===== src/rtl/gray_seq_ctrl.sv =====
// gray_seq_ctrl: steps a binary count through [lo, hi] (up or down, optional
// wrap) and presents each word plus its Gray code over a valid/ready handshake.
//
// Build option: define GRAY_SEQ_CHK_EN to build the Gray-step checker that
// drives chk_err; without it chk_err is tied low.
//
// state  | meaning
// IDLE   | waiting for start; outputs quiet
// RUN    | presenting words, advancing on each accepted transfer
// DONE   | one-cycle completion pulse, then back to IDLE
module gray_seq_ctrl #(
  parameter int WIDTH = 4
) (
  input  logic             clk,
  input  logic             rst_n,
  input  logic             start,
  input  logic             stop,
  input  logic             dir,
  input  logic             wrap,
  input  logic [WIDTH-1:0] lo,
  input  logic [WIDTH-1:0] hi,
  input  logic             out_ready,
  output logic             out_valid,
  output logic [WIDTH-1:0] bin_out,
  output logic [WIDTH-1:0] gray_out,
  output logic             busy,
  output logic             done,
  output logic             cfg_err,
  output logic             chk_err
);

  typedef enum logic [1:0] {
    S_IDLE = 2'd0,
    S_RUN  = 2'd1,
    S_DONE = 2'd2
  } state_t;

  state_t           state_q, state_d;
  logic [WIDTH-1:0] count_q;
  logic [WIDTH-1:0] lo_q, hi_q;
  logic             dir_q, wrap_q;
  logic             cfg_err_q;

  logic             in_idle, in_run;
  logic             start_ok, start_bad;
  logic             xfer, at_end;
  logic [WIDTH-1:0] end_code, start_code;

  assign in_idle    = (state_q == S_IDLE);
  assign in_run     = (state_q == S_RUN);
  assign start_ok   = in_idle && start && (lo <= hi);
  assign start_bad  = in_idle && start && (lo > hi);
  assign xfer       = in_run && out_ready;
  assign end_code   = dir_q ? lo_q : hi_q;
  assign start_code = dir_q ? hi_q : lo_q;
  assign at_end     = (count_q == end_code);

  // State register.
  always_ff @(posedge clk or negedge rst_n) begin
    if (!rst_n) state_q <= S_IDLE;
    else        state_q <= state_d;
  end

  // Next-state logic; stop wins over end-of-sequence so an aborted run never pulses done.
  always_comb begin
    state_d = state_q;
    case (state_q)
      S_IDLE:  if (start_ok) state_d = S_RUN;
      S_RUN: begin
        if (stop)                         state_d = S_IDLE;
        else if (xfer && at_end && !wrap_q) state_d = S_DONE;
      end
      S_DONE:  state_d = S_IDLE;
      default: state_d = S_IDLE;
    endcase
  end

  // Outputs decoded from the state register.
  always_comb begin
    out_valid = in_run;
    busy      = in_run;
    done      = (state_q == S_DONE);
  end

  // Configuration latch, count stepping and the rejected-start pulse.
  always_ff @(posedge clk or negedge rst_n) begin
    if (!rst_n) begin
      count_q   <= '0;
      lo_q      <= '0;
      hi_q      <= '0;
      dir_q     <= 1'b0;
      wrap_q    <= 1'b0;
      cfg_err_q <= 1'b0;
    end else begin
      cfg_err_q <= start_bad;
      if (start_ok) begin
        lo_q    <= lo;
        hi_q    <= hi;
        dir_q   <= dir;
        wrap_q  <= wrap;
        count_q <= dir ? hi : lo;
      end else if (xfer && !stop) begin
        if (at_end) begin
          if (wrap_q) count_q <= start_code;
        end else if (dir_q) begin
          count_q <= count_q - WIDTH'(1);
        end else begin
          count_q <= count_q + WIDTH'(1);
        end
      end
    end
  end

  assign bin_out  = count_q;
  assign gray_out = count_q ^ (count_q >> 1);
  assign cfg_err  = cfg_err_q;

`ifdef GRAY_SEQ_CHK_EN
  logic [WIDTH-1:0] prev_gray_q;
  logic             exempt_q;
  logic             chk_err_q;

  // Each accepted word must differ from the previous one in exactly one bit,
  // except the first word of a run and the word following a range reload.
  always_ff @(posedge clk or negedge rst_n) begin
    if (!rst_n) begin
      prev_gray_q <= '0;
      exempt_q    <= 1'b0;
      chk_err_q   <= 1'b0;
    end else if (start_ok) begin
      exempt_q <= 1'b1;
    end else if (xfer) begin
      prev_gray_q <= gray_out;
      exempt_q    <= at_end;
      if (!exempt_q && ($countones(prev_gray_q ^ gray_out) != 1)) chk_err_q <= 1'b1;
    end
  end

  assign chk_err = chk_err_q;
`else
  assign chk_err = 1'b0;
`endif

endmodule


===== config.mk =====
export PLATFORM = sky130hd
export DESIGN_NAME = gray_seq_ctrl
export DESIGN_NICKNAME = d
export VERILOG_FILES = /design/src/rtl/gray_seq_ctrl.sv
export SDC_FILE = /design/constraint.sdc
export NUM_CORES = 1
export LEC_CHECK = 0
export ABC_AREA = 1
export CAP_MARGIN = 20
export CORE_MARGIN = 3
export CORE_UTILIZATION = 45
export CTS_CLUSTER_DIAMETER = 150
export DETAILED_ROUTE_END_ITERATION = 12
export PLACE_DENSITY = 0.72
export SLEW_MARGIN = 10
export SYNTH_ARGS = -nofsm -noshare
export SYNTH_HDL_FRONTEND = slang
export SYNTH_SLANG_ARGS = --single-unit

===== constraint.sdc =====
create_clock -name clk -period 2.95 [get_ports clk]
set_input_delay 0.295 -clock clk [delete_from_list [all_inputs] [get_ports clk]]
set_output_delay 0.295 -clock clk [all_outputs]
set_load 0.01 [all_outputs]

==> metrics.yaml, run 1 <==
sta:
  tightest_slew_ns: 0.769
  finClkSkew_ns: 0.00218
  fin_crit_sh: 0.631
  setup_viol: 0
  drv_slew: 0
  slew_headroom: 0.486
  hold_violations: 0
  fmax_ghz: 0.537
  finalCriticalPeriod_ns: 1.86
  rsz0062_at_grt: "no"
  fin_setup_tns_ns: 0
yosys:
  synth-edff-count: 0
  yosysTopAreaCellShare: 0.336
  synthCells: 180
  ys_top_cells_by_area: "dfrtp_1 34%, nand2_1 17%, nand3_1 8.7%"
  synth_cell_type_count: 25
  yosysSeqAreaShare: 0.336
  ys_ff_latch: 17
  ys.flop_type: "dfrtp_1"
  synth_common_cells: "57 x nand2_1, 22 x inv_1, 22 x nand3_1"
  synth.most_common_cell: "nand2_1"
  async_reset_ff_frac: 1.00
  yosysWarnings: 0
  netlist_area_mm2: 0.00127
  synth_area_leader_cell: "dfrtp_1"
  avgSynthCellArea_um2: 7.04
  synth_nets: 202
pwr:
  ir_drop_uv: 702
  power_density_mw_per_mm2: 941
  leakagePower_nw: 0.788
floorplanning:
  start_util: 0.494
  fp.dieH_um: 59.1
  placementRows: 18
  core_mm2: 0.00257
  ioPinCount: 28
  die_area_mm2: 0.00349
  die_w_um: 59.1
critical_path:
  cp.arrival_ns: 1.57
  critPathLaunchType: "flip-flop"
  cpMaxStageDelayCell: "clkdlybuf4s50_1"
  critPathMaxStageDelay_ns: 0.59
  critPathKind: "flip-flop to output port"
  cp-end-kind: "output port"
  cp_cell_sequence: "nor2_1 -> clkdlybuf4s50_1"
  worstPathRequired_ns: 2.65
  cp_max_fo: 5
cts:
  ctsHoldBuffers: 0
  clk_pin_slew_ns: 0.10
  cts_buffers: 3
  cts_max_level: 1
  cts_buffer_depth: 2
  cts-root-buf: "clkbuf_4"
  cts_setup_buffers: 0
  cts_resized: 0
  clock-sinks: 17
  cts_tree: "yes"
  clkLatencyLatePin_ns: 0.29
cells_and_area:
  antenna_cells: 0
  area_delta_synth_final_pct: 22.8
  fin_util: 0.606
  nets: 227
  final_layout_size_suffix_gt1_frac: 0.0686
  nFillCells: 257
drt:
  ant_nets: 0
  post_drt_wl_per_cell_um: 12.0
  route.detailed.drc: 0
  wl_um: 2810
  vias_per_cell: 5.14
  drt-pass1-iter-count: 4
  via_count: 1203
  drt_iter0_drc: 51
placed_design:
  gp_congestion: 0.803
  portBuffers: 26
  place_hpwl_um: 2280
grt:
  first_global_vias: 1141
  grt_max_degree: 21
  antenna_found_initial: 0
  track_usage: 0.188
  grt_overflow: 0
  grt_pass1_wl_um: 5000
job:
  maxCapViolations: 0
run_status:
  outcome: "complete, no violations"
min_path:
  hold_class: "primary input to asynchronous set/reset pin"
==> routing by layer <==
metal / vias to the layer above / track usage / share of wire
li1: 624 / - / -
met2: 40 / 0.325 / 0.49
met5: - / 0 / 0
met3: 3 / 0.0131 / 0.052
met4: 0 / 0.0777 / 0.012
met1: 536 / 0.241 / 0.44
==> cell usage in the layout, fill, tap and decap left out, drive strengths merged, types with 4 or more instances in the layout <==
| cell | synthesis | layout |
|---|---|---|
| nand2 | 62 | 62 |
| clkdlybuf4s50 | 0 | 26 |
| o21ai | 16 | 16 |
| a21oi | 5 | 5 |
| inv | 24 | 24 |
| ha | 6 | 6 |
| nand3 | 23 | 23 |
| nor2 | 6 | 6 |
| dfrtp | 17 | 17 |
| xor2 | 5 | 5 |
| clkbuf | 2 | 4 |
==> critical path, delay by kind of cell (launching register included) <==
family / cells / cell delay [ns]
simple gates: 1 / 0.24
buf+inv: 1 / 0.59
flops: 1 / 0.44
==> kinds of logic after synthesis <==
family,Yosys count,share of synthesized area
AO/OA/AOI/OAI,21,0.0829
XOR/XNOR,6,0.0415
adder cells (fa/ha/maj),7,0.0750
buffers and inverters,31,0.105
flip-flops,17,0.336
other,1,0.00296
AND/OR/NAND/NOR,97,0.357
==> final cells by class <==
cell class / instances / area, um2 / share of cell area
Tap cell: 30 / 37.5 / 0.0241
Sequential cell: 17 / 425 / 0.273
Multi-Input combinational cell: 132 / 709 / 0.456
Clock buffer: 4 / 26.3 / 0.0169
Timing Repair Buffer: 27 / 268 / 0.172
Inverter: 24 / 90.1 / 0.0579
==> path summary, 6_finish.rpt <==
path / end / cells after the start / slack, ns / from
worst max-delay path: busy / 2 / 1.09 / state_q[1]$_DFFE_PN0P_
worst min-delay path: bin_out[3]$_DFFE_PN0P_ / 1 / 0.44 / rst_n
worst max register to register: bin_out[3]$_DFFE_PN0P_ / 11 / 1.09 / dir_q$_DFFE_PN0P_
worst min register to register: cfg_err$_DFF_PN0_ / 1 / 0.51 / state_q[0]$_DFFE_PN0P_
max in group asynchronous: lo_q[0]$_DFFE_PN0P_ / 1 / 2.03 / rst_n
min in group clk: cfg_err$_DFF_PN0_ / 1 / 0.51 / state_q[0]$_DFFE_PN0P_
==> metrics by stage <==
step | area [um2] | total power, W | setup WS (ns) | std cells | hold WS (ns)
2_1_floorplan | 1270 | 0.00105 | 1.43 | 180 | -0.000591
3_3_place_gp | 1530 | 0.00133 | 0.869 | 230 | 0.480
3_5_place_dp | 1530 | 0.00135 | 0.820 | 230 | 0.496
4_1_cts | 1560 | 0.00149 | 1.07 | 234 | 0.461
5_1_grt | 1560 | 0.00163 | 0.858 | 234 | 0.501
6_report | 1560 | 0.00146 | 1.09 | 234 | 0.439
==> report_power, final <==
part | switching [W] | internal [W]
Sequential | 0.000120 | 0.000317
Combinational | 0.000493 | 0.000406
Clock | 0.0000751 | 0.0000527
Total | 0.000689 | 0.000776
==> flip-flops by register name, indices dropped and copies added (netlist names) <==
register / count
bin_out: 4
cfg_err: 1
dir_q: 1
hi_q: 4
lo_q: 4
state_q: 2
wrap_q: 1
Power figures use the tool's default switching activity.
==> run 2: changes to the inputs <==
clock period = 1.9 ns   (was 2.95 ns; I/O delays follow)
==> run 2 against run 1 <==
  * Critical path depth unchanged
  * Sequential power up 49%
  * Non-clock buffer count increased by 12
  * First-iteration DRC count decreased by 61%
  * Hold slack lost 0.23 ns
  * Routed wire length increased by 4.7%
  * Count of clock-buffer cells in the layout fell by 1
  * Clock power is 59% higher
==> metrics.yaml, run 2 (same netlist as run 1, synthesis figures left out) <==
grt:
  track_usage: 0.188  # +0.000680
  grt_overflow: 0  # unchanged
  grt_pass1_wl_um: 5090  # +1.7%
  grt_max_degree: 21  # unchanged
  antenna_found_initial: 0  # unchanged
  first_global_vias: 1210  # +6.0%
floorplanning:
  ioPinCount: 28  # unchanged
  fp.dieH_um: 59.1  # unchanged
  start_util: 0.494  # unchanged
  placementRows: 18  # unchanged
  core_mm2: 0.00257  # unchanged
  die_area_mm2: 0.00349  # unchanged
  die_w_um: 59.1  # unchanged
cts:
  cts_max_level: 1  # unchanged
  cts_buffers: 3  # unchanged
  clk_pin_slew_ns: 0.11  # about the same
  cts_buffer_depth: 2  # unchanged
  clkLatencyLatePin_ns: 0.29  # about the same
  cts_setup_buffers: 0  # unchanged
  cts_tree: "yes"
  cts-root-buf: "clkbuf_4"
  clock-sinks: 17  # unchanged
placed_design:
  portBuffers: 26  # unchanged
  place_hpwl_um: 2360  # +3.5%
  postPlaceCellArea_mm2: 0.00163  # +6.7%
  gp_congestion: 0.836  # +4.1%
  dp.cells: 242  # +5.2%
sta:
  drv_slew: 0  # unchanged
  setup_viol: 0  # unchanged
  finClkSkew_ns: 0.00405  # +0.00187 ns
  rsz0062_at_grt: "no"
  hold_violations: 0  # unchanged
  fin_crit_sh: 0.922
  finalCriticalPeriod_ns: 1.75
  fin_setup_tns_ns: 0  # unchanged
  fmax_ghz: 0.571
min_path:
  hold_class: "primary input to asynchronous set/reset pin"
drt:
  via_count: 1219  # +1.3%
  route.detailed.drc: 0  # unchanged
  post_drt_wl_per_cell_um: 12.0  # -0.41%
  ant_nets: 0  # unchanged
  vias_per_cell: 4.96  # -3.6%
  drt-pass1-iter-count: 5  # +1
  wl_um: 2940  # +4.7%
  drt_iter0_drc: 20  # -61%
critical_path:
  critPathMaxStageDelay_ns: 0.58  # about the same
  cp-end-kind: "output port"
  worstPathRequired_ns: 1.71  # -0.94 ns
  cpMaxStageDelayCell: "clkdlybuf4s50_1"
  cp_max_fo: 5  # unchanged
  timing.critical_path.buf_inv: 1  # unchanged
  critPathKind: "flip-flop to output port"
  crit_path_start: "state_q[1]$_DFFE_PN0P_"
  r2r-start: "dir_q$_DFFE_PN0P_"
  cp_top_family: "buffers and inverters"
  cp_cell_sequence: "nor2_1 -> clkdlybuf4s50_1"
  cp.arrival_ns: 1.56  # about the same
  critPathLaunchType: "flip-flop"
cells_and_area:
  fin_util: 0.647  # +0.0404
  nFillCells: 250  # -2.7%
  layout_commonest_cell: "nand2_1"
  antenna_cells: 0  # unchanged
  multi_input_area_um2: 709  # unchanged
  regArea_um2: 425  # unchanged
  fin_cells: 246  # +5.1%
  area_delta_synth_final_pct: 31.0
  nets: 239  # +5.3%
  final_cell_mix: "57 x nand2_1, 26 x clkdlybuf4s50_1, 22 x nand3_1"
  final_layout_size_suffix_gt1_frac: 0.130  # +0.0610
  final_area_mm2: 0.00166  # +6.7%
job:
  maxCapViolations: 0  # unchanged
pwr:
  leakagePower_nw: 0.853  # +8.3%
  ir_drop_uv: 981  # +40%
  power_density_mw_per_mm2: 1420  # +50%
  total_power_w: 0.00235  # +60%
run_status:
  outcome: "complete, no violations"
[run 2: cell type report]
type / count / share of cell area
multi-input combinational: 132 / 0.427
clock buffer: 3 / 0.0136
tap: 30 / 0.0226
inverter: 24 / 0.0543
clock inverter: 1 / 0.00301
sequential: 17 / 0.256
timing repair buffer: 39 / 0.223
[run 2: worst register-to-register path: stages, from the launching register on]
cell and delay [ns]:
dfrtp_1 0.51, inv_2 0.20, nand2_1 0.08, nand3_1 0.07, nand2_1 0.14, nor2_8 0.19
nand3_2 0.11, nand2_4 0.10, nand2_2 0.07, nand3_1 0.07, nand2_1 0.06
[run 2: final timing paths]
path	end	slack (ns)	cells after the start
worst max-delay path	busy	0.15	2
worst min-delay path	hi_q[3]$_DFFE_PN0P_	0.21	2
worst max register to register	bin_out[0]$_DFFE_PN0P_	0.20	10
worst min register to register	cfg_err$_DFF_PN0_	0.49	1
max in group asynchronous	lo_q[2]$_DFFE_PN0P_	1.50	2
min in group clk	cfg_err$_DFF_PN0_	0.43	3
[run 2: layer usage]
metal	global-route usage	wire length [um]	vias up
met5	0	0	-
met4	0.0744	24	0
met3	0.0131	83	2
met2	0.341	1520	24
met1	0.230	1310	551
li1	-	-	642
[run 2: power breakdown]
part	switching (W)	internal, W	total [W]
logic	0.000805	0.000691	0.00150
registers	0.000157	0.000493	0.000651
clock network	0.000125	0.0000783	0.000203
[run 2: through the flow]
step	hold WS, ns	worst slack, ns
2_1_floorplan	-0.106	0.402
3_3_place_gp	0.471	-0.0285
3_5_place_dp	0.478	-0.122
4_1_cts	0.202	0.115
5_1_grt	0.216	0.0436
6_report	0.206	0.147
[run 2: timing repair]
item | in CTS | in global routing
resized for setup | 0 | 1
hold buffers | 0 | 0
endpoints found under the hold margin | 0 | 0
setup endpoints to repair | 0 | 1
==> run 3: changes to the inputs <==
CORE_UTILIZATION = 28   (was 45)
PLACE_DENSITY = not set   (was 0.72)
==> run 3 against run 2 <==
  * Hold slack gained 0.060 ns
  * Routed wire length is 4.3% lower
  * Largest power group unchanged
  * Non-clock buffer count rose by 1
  * Clock skew decreased by 0.0014 ns
  * Combinational power hardly changed
  * Critical path depth rose by 9
  * Die area rose by 54%
  * Sequential power grew 2%
  * Largest cell class unchanged
==> metrics.yaml, run 3 (same netlist as run 1, synthesis figures left out) <==
cells_and_area:
  final_cell_mix: "56 x nand2_1, 26 x clkdlybuf4s50_1, 22 x nand3_1"
  nFillCells: 425  # +70%
  final_layout_size_suffix_gt1_frac: 0.143  # +0.0132
  fin_cells: 267  # +8.5%
  layout_commonest_cell: "nand2_1"
  area_delta_synth_final_pct: 34.6
  fin_util: 0.409  # -0.238
  antenna_cells: 0  # unchanged
  nets: 240  # +0.42%
cts:
  cts_tree: "yes"
  clock-sinks: 17  # unchanged
  cts-root-buf: "clkbuf_8"
  ctsHoldBuffers: 0  # unchanged
  clk_pin_slew_ns: 0.07  # -0.04 ns
  cts_max_level: 1  # unchanged
  clkLatencyLatePin_ns: 0.25  # -0.04 ns
  cts_buffer_depth: 2  # unchanged
  cts_buffers: 3  # unchanged
pwr:
  leakagePower_nw: 0.860  # +0.78%
  ir_drop_uv: 418  # -57%
  total_power_w: 0.00240  # +2.3%
  power_density_mw_per_mm2: 1410  # -0.45%
drt:
  via_count: 1194  # -2.1%
  ant_nets: 0  # unchanged
  route.detailed.drc: 0  # unchanged
  drt_iter0_drc: 54  # +170%
  drt-pass1-iter-count: 4  # -1
  wl_um: 2820  # -4.3%
  vias_per_cell: 4.47  # -9.8%
  post_drt_wl_per_cell_um: 10.5  # -12%
placed_design:
  dp.cells: 263  # +8.7%
  gp_congestion: 0.885  # +5.8%
  portBuffers: 26  # unchanged
  place_hpwl_um: 2280  # -3.3%
sta:
  hold_violations: 0  # unchanged
  setup_viol: 0  # unchanged
  drv_slew: 0  # unchanged
  finalCriticalPeriod_ns: 1.71  # -0.0435 ns
  fin_setup_tns_ns: 0  # unchanged
  whs_ns: 0.266  # +0.0596 ns
  fin_crit_sh: 0.900  # -0.0229
  fmax_ghz: 0.585  # +2.5%
  finClkSkew_ns: 0.00260  # -0.00145 ns
  rsz0062_at_grt: "no"
grt:
  grt_overflow: 0  # unchanged
  first_global_vias: 1109  # -8.3%
  grt_pass1_wl_um: 4980  # -2.0%
  track_usage: 0.118  # -0.0704
  grt_max_degree: 18  # -14%
  antenna_found_initial: 0  # unchanged
floorplanning:
  ioPinCount: 28  # unchanged
  die_area_mm2: 0.00537  # +54%
  placementRows: 23  # +5
  die_w_um: 73.3  # +24%
  start_util: 0.304  # -0.190
  core_mm2: 0.00417  # +63%
  fp.dieH_um: 73.3  # +24%
critical_path:
  r2r_slack_ns: 0.23  # +0.03 ns
  cp.arrival_ns: 1.85  # +0.29 ns
  cp-end-kind: "flip-flop"
  worstPathRequired_ns: 2.04  # +0.33 ns
  critPathKind: "primary input to flip-flop"
  cp_max_fo: 11  # +6
  reg2reg_to: "bin_out[3]$_DFFE_PN0P_"
  r2r-start: "dir_q$_DFFE_PN0P_"
  critPathLaunchType: "primary input"
  reg2reg_depth: 9  # -1
job:
  maxCapViolations: 0  # unchanged
min_path:
  hold_class: "primary input to asynchronous set/reset pin"
run_status:
  outcome: "complete, no violations"
## run 3: report_power, final
group	switching [W]	internal, W
clock	0.000127	0.000145
combinational	0.000786	0.000682
sequential	0.000168	0.000496
total	0.00108	0.00132
## run 3: worst max path at each step
| stage | start | to | slack (ns) | cells past startpoint |
|---|---|---|---|---|
| after floorplan | bin_out[2]$_DFFE_PN0P_ | bin_out[3]$_DFFE_PN0P_ | 0.40 | 9 |
| final | hi[1] | bin_out[0]$_DFFE_PN0P_ | 0.19 | 11 |
| after global routing | dir_q$_DFFE_PN0P_ | bin_out[0]$_DFFE_PN0P_ | 0.02 | 12 |
| after global placement | hi[1] | bin_out[2]$_DFFE_PN0P_ | -0.02 | 12 |
| after detailed placement | hi[1] | bin_out[0]$_DFFE_PN0P_ | -0.10 | 11 |
| after CTS | dir_q$_DFFE_PN0P_ | bin_out[3]$_DFFE_PN0P_ | 0.1 | 9 |
## run 3: per-layer routing
metal / track usage / share of wire
met5: 0 / 0
met4: 0.0348 / 0.0078
met3: 0.0233 / 0.056
met2: 0.188 / 0.44
met1: 0.161 / 0.49
## run 3: what timing repair did
| action | CTS | global route |
|---|---|---|
| setup endpoints to repair | 0 | 5 |
| setup buffers | 0 | 0 |
| gates resized for setup | 0 | 4 |
## run 3: worst max-delay path: stages
cell	delay, ns
clkdlybuf4s50_1	0.48
inv_1	0.06
ha_1	0.28
a21oi_1	0.07
o21ai_0	0.18
nand2_1	0.11
nand2_2	0.10
buf_6	0.15
nand3_1	0.08
nand3_1	0.10
nand2_1	0.05
## run 3: cell type report
type,instances,area (um2),share of cell area
clock inverters,1,5.00,0.00293
multi-input cells,132,712,0.417
well taps,50,62.6,0.0367
flip-flops and latches,17,427,0.250
repair buffers,40,369,0.216
clock buffers,3,41.3,0.0242
inverters,24,90.1,0.0528
## run 3: stage by stage
stage	instance area, um2	worst slack [ns]
floorplan	1270	0.402
global placement	1650	-0.0249
detailed placement	1650	-0.100
CTS	1700	0.0995
global route	1710	0.0152
finish	1710	0.191
